<file path="src/rtl/dma_csr_pkg.sv">
// dma_csr_pkg: response codes, register map offsets and FSM encodings for the DMA CSR slave
package dma_csr_pkg;
  localparam logic [1:0] RESP_OKAY   = 2'b00;
  localparam logic [1:0] RESP_SLVERR = 2'b10;
  localparam logic [7:0] CTRL       = 8'h00;
  localparam logic [7:0] STATUS     = 8'h04;
  localparam logic [7:0] IRQ_MASK   = 8'h08;
  localparam logic [7:0] SRC_ADDR   = 8'h0C;
  localparam logic [7:0] DST_ADDR   = 8'h10;
  localparam logic [7:0] XFER_LEN   = 8'h14;
  localparam logic [7:0] IRQ_STATUS = 8'h18;
  localparam logic [7:0] VERSION    = 8'h1C;
  typedef enum logic [1:0] {W_IDLE, W_EXEC, W_RESP} w_state_t;
  typedef enum logic {R_IDLE, R_RESP} r_state_t;
endpackage

</file>
<file path="src/rtl/dma_csr_rd_mux.sv">
// dma_csr_rd_mux: selects one register word from the flattened readback bus, flagging bad addresses
module dma_csr_rd_mux
  import dma_csr_pkg::*;
#(
  parameter int ADDR_W = 8,
  parameter int DATA_W = 32,
  parameter int NREG   = 8
) (
  input  logic [ADDR_W-1:0]      addr,
  input  logic [NREG*DATA_W-1:0] reg_rd_data,
  output logic [DATA_W-1:0]      data,
  output logic                   err
);
  logic [ADDR_W-3:0] idx;
  assign idx = addr[ADDR_W-1:2];
  assign err = addr[1:0] != 2'b00 || int'(idx) >= NREG;
  always_comb begin
    data = '0;
    for (int k = 0; k < NREG; k++)
      data = !err && int'(idx) == k ? reg_rd_data[k*DATA_W +: DATA_W] : data;
  end
endmodule

</file>
<file path="src/rtl/dma_csr_axil_slave.sv">
// dma_csr_axil_slave: AXI4-Lite front-end issuing one-cycle byte-merged register writes and registered reads
module dma_csr_axil_slave
  import dma_csr_pkg::*;
#(
  parameter int ADDR_W = 8,
  parameter int DATA_W = 32,
  parameter int NREG   = 8
) (
  input  logic                   clk,
  input  logic                   resetn,
  input  logic [ADDR_W-1:0]      s_awaddr,
  input  logic                   s_awvalid,
  output logic                   s_awready,
  input  logic [DATA_W-1:0]      s_wdata,
  input  logic [DATA_W/8-1:0]    s_wstrb,
  input  logic                   s_wvalid,
  output logic                   s_wready,
  output logic [1:0]             s_bresp,
  output logic                   s_bvalid,
  input  logic                   s_bready,
  input  logic [ADDR_W-1:0]      s_araddr,
  input  logic                   s_arvalid,
  output logic                   s_arready,
  output logic [DATA_W-1:0]      s_rdata,
  output logic [1:0]             s_rresp,
  output logic                   s_rvalid,
  input  logic                   s_rready,
  output logic [NREG-1:0]        reg_wr_en,
  output logic [DATA_W-1:0]      reg_wr_data,
  input  logic [NREG*DATA_W-1:0] reg_rd_data
);
  w_state_t w_state, w_next;
  r_state_t r_state, r_next;
  logic live, aw_held, w_held, aw_hs, w_hs, ar_hs, wr_err, rd_err;
  logic [ADDR_W-1:0] awaddr_q;
  logic [DATA_W-1:0] wdata_q, wr_old, rd_word;
  logic [DATA_W/8-1:0] wstrb_q;
  // live keeps every ready low during reset and for the first cycle after release
  assign s_awready = live && w_state == W_IDLE && !aw_held;
  assign s_wready  = live && w_state == W_IDLE && !w_held;
  assign s_arready = live && r_state == R_IDLE;
  assign aw_hs = s_awvalid && s_awready;
  assign w_hs  = s_wvalid && s_wready;
  assign ar_hs = s_arvalid && s_arready;
  dma_csr_rd_mux #(.ADDR_W(ADDR_W), .DATA_W(DATA_W), .NREG(NREG)) u_wr_mux (
    .addr(awaddr_q), .reg_rd_data(reg_rd_data), .data(wr_old), .err(wr_err)
  );
  dma_csr_rd_mux #(.ADDR_W(ADDR_W), .DATA_W(DATA_W), .NREG(NREG)) u_rd_mux (
    .addr(s_araddr), .reg_rd_data(reg_rd_data), .data(rd_word), .err(rd_err)
  );
  always_ff @(posedge clk or negedge resetn) begin
    if (!resetn) begin
      live     <= 1'b0;
      w_state  <= W_IDLE;
      r_state  <= R_IDLE;
      aw_held  <= 1'b0;
      w_held   <= 1'b0;
      awaddr_q <= '0;
      wdata_q  <= '0;
      wstrb_q  <= '0;
      s_bresp  <= RESP_OKAY;
      s_rdata  <= '0;
      s_rresp  <= RESP_OKAY;
    end else begin
      live    <= 1'b1;
      w_state <= w_next;
      r_state <= r_next;
      aw_held <= w_state == W_EXEC ? 1'b0 : aw_held || aw_hs;
      w_held  <= w_state == W_EXEC ? 1'b0 : w_held || w_hs;
      if (aw_hs) awaddr_q <= s_awaddr;
      if (w_hs) begin
        wdata_q <= s_wdata;
        wstrb_q <= s_wstrb;
      end
      if (w_state == W_EXEC) s_bresp <= wr_err ? RESP_SLVERR : RESP_OKAY;
      if (ar_hs) begin
        s_rdata <= rd_word;
        s_rresp <= rd_err ? RESP_SLVERR : RESP_OKAY;
      end
    end
  end
  always_comb begin
    w_next = w_state == W_IDLE && (aw_held || aw_hs) && (w_held || w_hs) ? W_EXEC :
             w_state == W_EXEC ? W_RESP :
             w_state == W_RESP && s_bready ? W_IDLE : w_state;
    r_next = r_state == R_IDLE && ar_hs ? R_RESP :
             r_state == R_RESP && s_rready ? R_IDLE : r_state;
    s_bvalid  = w_state == W_RESP;
    s_rvalid  = r_state == R_RESP;
    reg_wr_en = w_state == W_EXEC && !wr_err ? NREG'(1) << awaddr_q[ADDR_W-1:2] : '0;
    reg_wr_data = '0;
    // unstrobed bytes keep the addressed register's current value
    for (int b = 0; b < DATA_W/8; b++)
      reg_wr_data[b*8 +: 8] = w_state != W_EXEC ? 8'h00 :
                              wstrb_q[b] ? wdata_q[b*8 +: 8] : wr_old[b*8 +: 8];
  end
endmodule

</file>
<file path="config.mk">
export PLATFORM = sky130hd
export DESIGN_NAME = dma_csr_axil_slave
export DESIGN_NICKNAME = d
export VERILOG_FILES = /design/src/rtl/dma_csr_pkg.sv /design/src/rtl/dma_csr_rd_mux.sv /design/src/rtl/dma_csr_axil_slave.sv
export SDC_FILE = /design/constraint.sdc
export NUM_CORES = 1
export LEC_CHECK = 0
export CAP_MARGIN = 10
export CELL_PAD_IN_SITES_DETAIL_PLACEMENT = 0
export CELL_PAD_IN_SITES_GLOBAL_PLACEMENT = 1
export CORE_MARGIN = 4
export CORE_UTILIZATION = 25
export DETAILED_ROUTE_END_ITERATION = 7
export GPL_TIMING_DRIVEN = 1
export PLACE_DENSITY_LB_ADDON = 0.12
export SYNTH_ARGS = -nofsm -noshare
export SYNTH_HDL_FRONTEND = slang
export SYNTH_SLANG_ARGS = --single-unit
</file>
<file path="constraint.sdc">
create_clock -name clk -period 3 [get_ports clk]
set_clock_uncertainty 0.15 [all_clocks]
set_input_delay 0.6 -clock clk [delete_from_list [all_inputs] [get_ports clk]]
set_output_delay 0.6 -clock clk [all_outputs]
set_load 0.02 [all_outputs]
</file>
# == Word level (Yosys, flattened, before mapping) ==
# Cells that the tools add are included.
# op_classes
n_div,0
magnitude_cmp,2
n_mul,0
n_addsub,0
shifts,1
n_mux,34
eq_ne,17
bitwise,1
reduce_logical,44
# op_table
op,n
$mux W32,16
$mux W8,9
$eq A6 B4 Y1 const B,8
$logic_and A1 B1 Y1,29
$eq A6 B3 Y1 const B,4
$eq A6 B2 Y1 const B,2
$ge A6 B4 Y1 const B,2
$logic_not A6 Y1,2
$mux W2,5
$shl A1 B6 Y8 const A,1
$reduce_bool A2 Y1,3
$logic_not A1 Y1,4
$logic_or A1 B1 Y1,4
$mux W1,4
$reduce_bool A3 Y1,1
$eq A2 B1 Y1 const B,1
$eq A2 B2 Y1 const B,1
$logic_not A2 Y1,1
$ne A2 B1 Y1 const B,1
$not A1 Y1,1
# totals
n_memories,0
input_bits,315
latchBits,0
output_inout_bits,81
ramBits,0
wordCells,110
romBits,0
register_bits,86

# == Longest topological paths before layout ==
# logic_depth
depth_word,14
ltp_mapped,8
depth_no_buf,5

# == Cells and area by module ==
# A second synthesis with hierarchy kept.
# hier_totals
hier_cells,942
hier_area_um2,8816.0
# by_module_without_submodules
mod,area_each_um2,cells_per_inst,instances
dma_csr_rd_mux,2467.4,328,2
dma_csr_axil_slave,3881.2,286,1

# == Least setup slack after synthesis ==
# No wires, ideal clock.
# synth_path
path_kind,register to output
startpoint,register awaddr_q[7]
endpoint,output reg_wr_data[0]
setup_slack_ns,-0.151
path_stages_with_launch,9
arrival_ns,2.401
path_cell_list,dfrtp_1 -> buf_6 -> or4_4 -> or3_1 -> buf_2 -> buf_6 -> o22ai_1 -> a211oi_1 -> nor4_1
# synth_via
elab_chain_len,14
# synth_rtl
element,line,text
"start, declared",dma_csr_axil_slave.sv:35,logic [ADDR_W-1:0] awaddr_q;
"start signal, assigned",dma_csr_axil_slave.sv:70,if (aw_hs) awaddr_q <= s_awaddr;
$ge A6 B4 Y1,dma_csr_rd_mux.sv:16,assign err = addr[1:0] != 2'b00 || int'(idx) >= NREG;
$logic_or A1 B1 Y1,dma_csr_rd_mux.sv:16,
$logic_not A1 Y1,dma_csr_rd_mux.sv:20,data = !err && int'(idx) == k ? reg_rd_data[k*DATA_W +: DATA_W] : data;
$logic_and A1 B1 Y1,dma_csr_rd_mux.sv:20,
$mux W32 (7 in a row),dma_csr_rd_mux.sv:20,
$mux W32 (*),dma_csr_rd_mux.sv:20,
$mux W8 (*),dma_csr_axil_slave.sv:95,wstrb_q[b] ? wdata_q[b*8 +: 8] : wr_old[b*8 +: 8];
$mux W8 (*),dma_csr_axil_slave.sv:94,reg_wr_data[b*8 +: 8] = w_state != W_EXEC ? 8'h00 :
"end, declared",dma_csr_axil_slave.sv:29,"output logic [DATA_W-1:0] reg_wr_data,"
# Mark *: on every way between the ends. The rest lies on a longest branch, timed or not.

# == Worst setup path in the final report ==
# layout_path
startpoint,register awaddr_q[1]
endpoint,output reg_wr_data[6]
# layout_via
elab_chain_len,14
# layout_rtl
element,line
$reduce_bool A2 Y1 (*),dma_csr_rd_mux.sv:16
$logic_or A1 B1 Y1 (*),dma_csr_rd_mux.sv:16
$logic_not A1 Y1 (*),dma_csr_rd_mux.sv:20
$logic_and A1 B1 Y1,dma_csr_rd_mux.sv:20
$mux W32 (7 in a row),dma_csr_rd_mux.sv:20
$mux W32 (*),dma_csr_rd_mux.sv:20
$mux W8 (*),dma_csr_axil_slave.sv:95
$mux W8 (*),dma_csr_axil_slave.sv:94
# Marked as above.

==> results_dict.tcl <==
set metrics [dict create \
    status "complete, but fails checks" \
    violations "negative setup slack" \
    rsz0062_at_grt "true" \
    syn_avg_cell_area_sq_um 9.175 \
    yosysTopAreaCell "dfrtp_1" \
    drv_cap 0 \
    vias_per_cell 5.415 \
    rrSetupSlack_ps 990 \
    timing.fmax_ghz 0.3020 \
    stdcell_area_sq_um 13690 \
    numCtsBuffers 9 \
    clk_pin_slew_ps 70 \
    crit_buf_inv 4 \
    core.rowCount 64 \
    place_area_sq_um 13060 \
    synthTopCellsByArea "dfrtp_1, mux4_2, mux2_2" \
    path_max_fanout 4 \
    grt_pass1_wl_mm 61.22 \
    fill_cells 3054 \
    hold-worst-slack_ps 119.5 \
    hold_viol 0 \
    antenna_found_initial 6 \
    cts_tree "built" \
    drc 0 \
    vias 9162 \
    die_h_um 185.5 \
    die_area_sq_um 34390 \
    final_layout_size_suffix_gt1_share_pct 26.68 \
    crit_chain "or4_4, buf_6, nor3_4, buf_6, buf_6, nand2_1, a221o_1, a31oi_2, buf_4" \
    drtIter0Drc 602 \
    critPathTopFamily "simple AND/OR/NAND/NOR gates" \
    slew_viol_final 0 \
    min_period_ps 3311 \
    reg2regPathDepth 6 \
    route.antenna.remaining_nets 0 \
    cpPeakStageDelay_ps 540 \
    areaGrowthSynthToFinish_pct 73.95 \
    worst-path-stages 9 \
    clock_path_buffers 2 \
    async_reset_ff_share_pct 100.0 \
    cts_sinks 84 \
    min_path_type "in2async" \
    grt_pass1_vias 9510 \
    irDropWorstVdd_mv 0.2838 \
    synthCells 858 \
    core_region_area_sq_um 30830 \
    nNetsFinal 1603 \
    synth_cell_types 51 \
    setup_violations 35 \
    cp_common_cell "buf_6" \
    path_class "reg2out" \
    yosys_warnings 0 \
    synthesis.area_sq_um 7873 \
    hpwlAfterDp_mm 32.95 \
    post_drt_wl_per_cell_um 25.44 \
    worst_slew_pin_slew_ps 682.1 \
    layout_setup_ws_ps -310.8 \
    crit_start "awaddr_q[1]$_DFFE_PN0P_" \
    grt.overflow.total 0 \
    die_w_um 185.5 \
    synth_seq_area_share_pct 26.70 \
    clk_latency_ps 360 \
    worstPathArrival_ps 2560 \
    period_share_pct 110.4 \
    cts-root-buf "clkbuf_16" \
    io_pins 396 \
    htree_levels 3 \
    preCtsSetupSlack_ps -505.9 \
    start_util_pct 25.54 \
    wl_mm 43.05 \
    r2r_start "s_rvalid$_DFFE_PN0P_" \
    r2r_end "s_rdata[7]$_DFFE_PN0P_" \
    synth_top_area_share_pct 26.70 \
    synth_flop_cell "dfrtp_1" \
    synth-seq-cells 84 \
    crit_required_ps 2250 \
    dr.pass1.iters 5 \
    ys_top_cells_by_count "dfrtp_1, nand2_1, a22oi_1" \
    p_per_area_nw_per_um2 627.4 \
    grt_use_total_pct 23.76 \
    port_buffers 393 \
    critPathSlowestCell "or4_4" \
    place_congestion 0.8842 \
    relSlewSlack_pct 54.53 \
    grt_max_degree 46 \
    crit_path_end_kind "output pin" \
    leakage_nw 5.537 \
    endpoint "reg_wr_data[6]" \
    cp-start-kind "flop" \
    synth_edf_count 0 \
]
what timing repair did:
| item | 4_1_cts | 5_1_grt |
|---|---|---|
| pin swaps | 35 | 12 |
| gates resized for setup | 254 | 34 |
| buffers inserted | 4 | 3 |
| hold buffers | 0 | 0 |
| endpoints found under the setup margin | 40 | 38 |
| gates cloned | 1 | 0 |
kinds of logic after synthesis:
group / after synthesis / synth area share, %
AOI/OAI and AO/OA: 299 / 27.30
buffers and inverters: 153 / 8.090
other: 2 / 0.09539
DFF: 84 / 26.70
and+or+nand+nor: 179 / 11.40
muxes: 141 / 26.41
routing by layer:
layer	share of wire (%)	up-vias	global-route usage [%]
met4	1.9	6	6.577
met5	0.072	-	0
met3	7.6	51	5.257
met2	48	387	39.73
met1	42	4505	31.05
li1	-	4213	-
layout by cell type (no fill, tap or decap), types with 11 or more instances in the layout:
cell type        count
buf_12              21
mux2_2              44
nor2_1              13
a21oi_1             34
dfrtp_1             82
inv_1               58
o21ai_0             20
a31oi_1             24
nor3_1              16
mux2i_1             48
nand2_1             74
o22ai_2             11
a221o_1             16
mux4_2              49
buf_4              123
a2bb2oi_1           15
o221ai_1            17
nand3b_1            18
clkdlybuf4s50_1    349
o22ai_1             39
a22oi_1             64
buf_6               12
stage by stage:
stage	power (W)	utilization (%)	setup TNS (ps)	instances
after floorplan	0.004606	-	0	859
after global placement	0.007073	42.36	-11640	1666
after detailed placement	0.007067	42.36	-12370	1666
after CTS	0.008484	43.86	-10610	1687
after global routing	0.009068	44.41	-10530	1691
final	0.008591	44.42	-7288	1692
area by class of cell:
type	instances	area, sq um	area share [%]
Multi-Input combinational cell	622	5488	40.07
Timing Repair Buffer	513	5064	36.98
Sequential cell	84	2110	15.40
Tap cell	396	495.5	3.618
Clock buffer	11	252.7	1.846
Inverter	58	217.7	1.590
Clock inverter	5	60.06	0.4386
Antenna cell	3	7.507	0.05482
report_power, final:
part | internal, W | switching (W)
clock | 0.000694 | 0.000534
sequential | 0.00149 | 0.000328
combinational | 0.00276 | 0.00279
flip-flops by register name, indices dropped and copies added (netlist names):
register	count
s_rdata	32
wdata_q	32
awaddr_q	8
wstrb_q	4
w_state	2
aw_held	1
live	1
s_bresp	1
s_rresp	1
s_rvalid	1
w_held	1
worst min path at each step:
| stage | startpoint | to | cells past startpoint |
|---|---|---|---|
| after detailed placement | wdata_q[30]$_DFFE_PN0P_ | wdata_q[30]$_DFFE_PN0P_ | 1 |
| after global placement | wdata_q[12]$_DFFE_PN0P_ | wdata_q[12]$_DFFE_PN0P_ | 1 |
| after global routing | resetn | wdata_q[21]$_DFFE_PN0P_ | 1 |
| final | resetn | wdata_q[21]$_DFFE_PN0P_ | 1 |
| after CTS | resetn | wdata_q[21]$_DFFE_PN0P_ | 1 |
| after floorplan | resetn | aw_held$_DFF_PN0_ | 0 |
worst register-to-register path: stages (launching register included):
cell and delay (ps):
dfrtp_1 400, nand3b_1 230, nor3_4 340, and4_2 400, buf_12 210, a22oi_1 140
nand2_1 90
(Power assumes the default switching activity.)
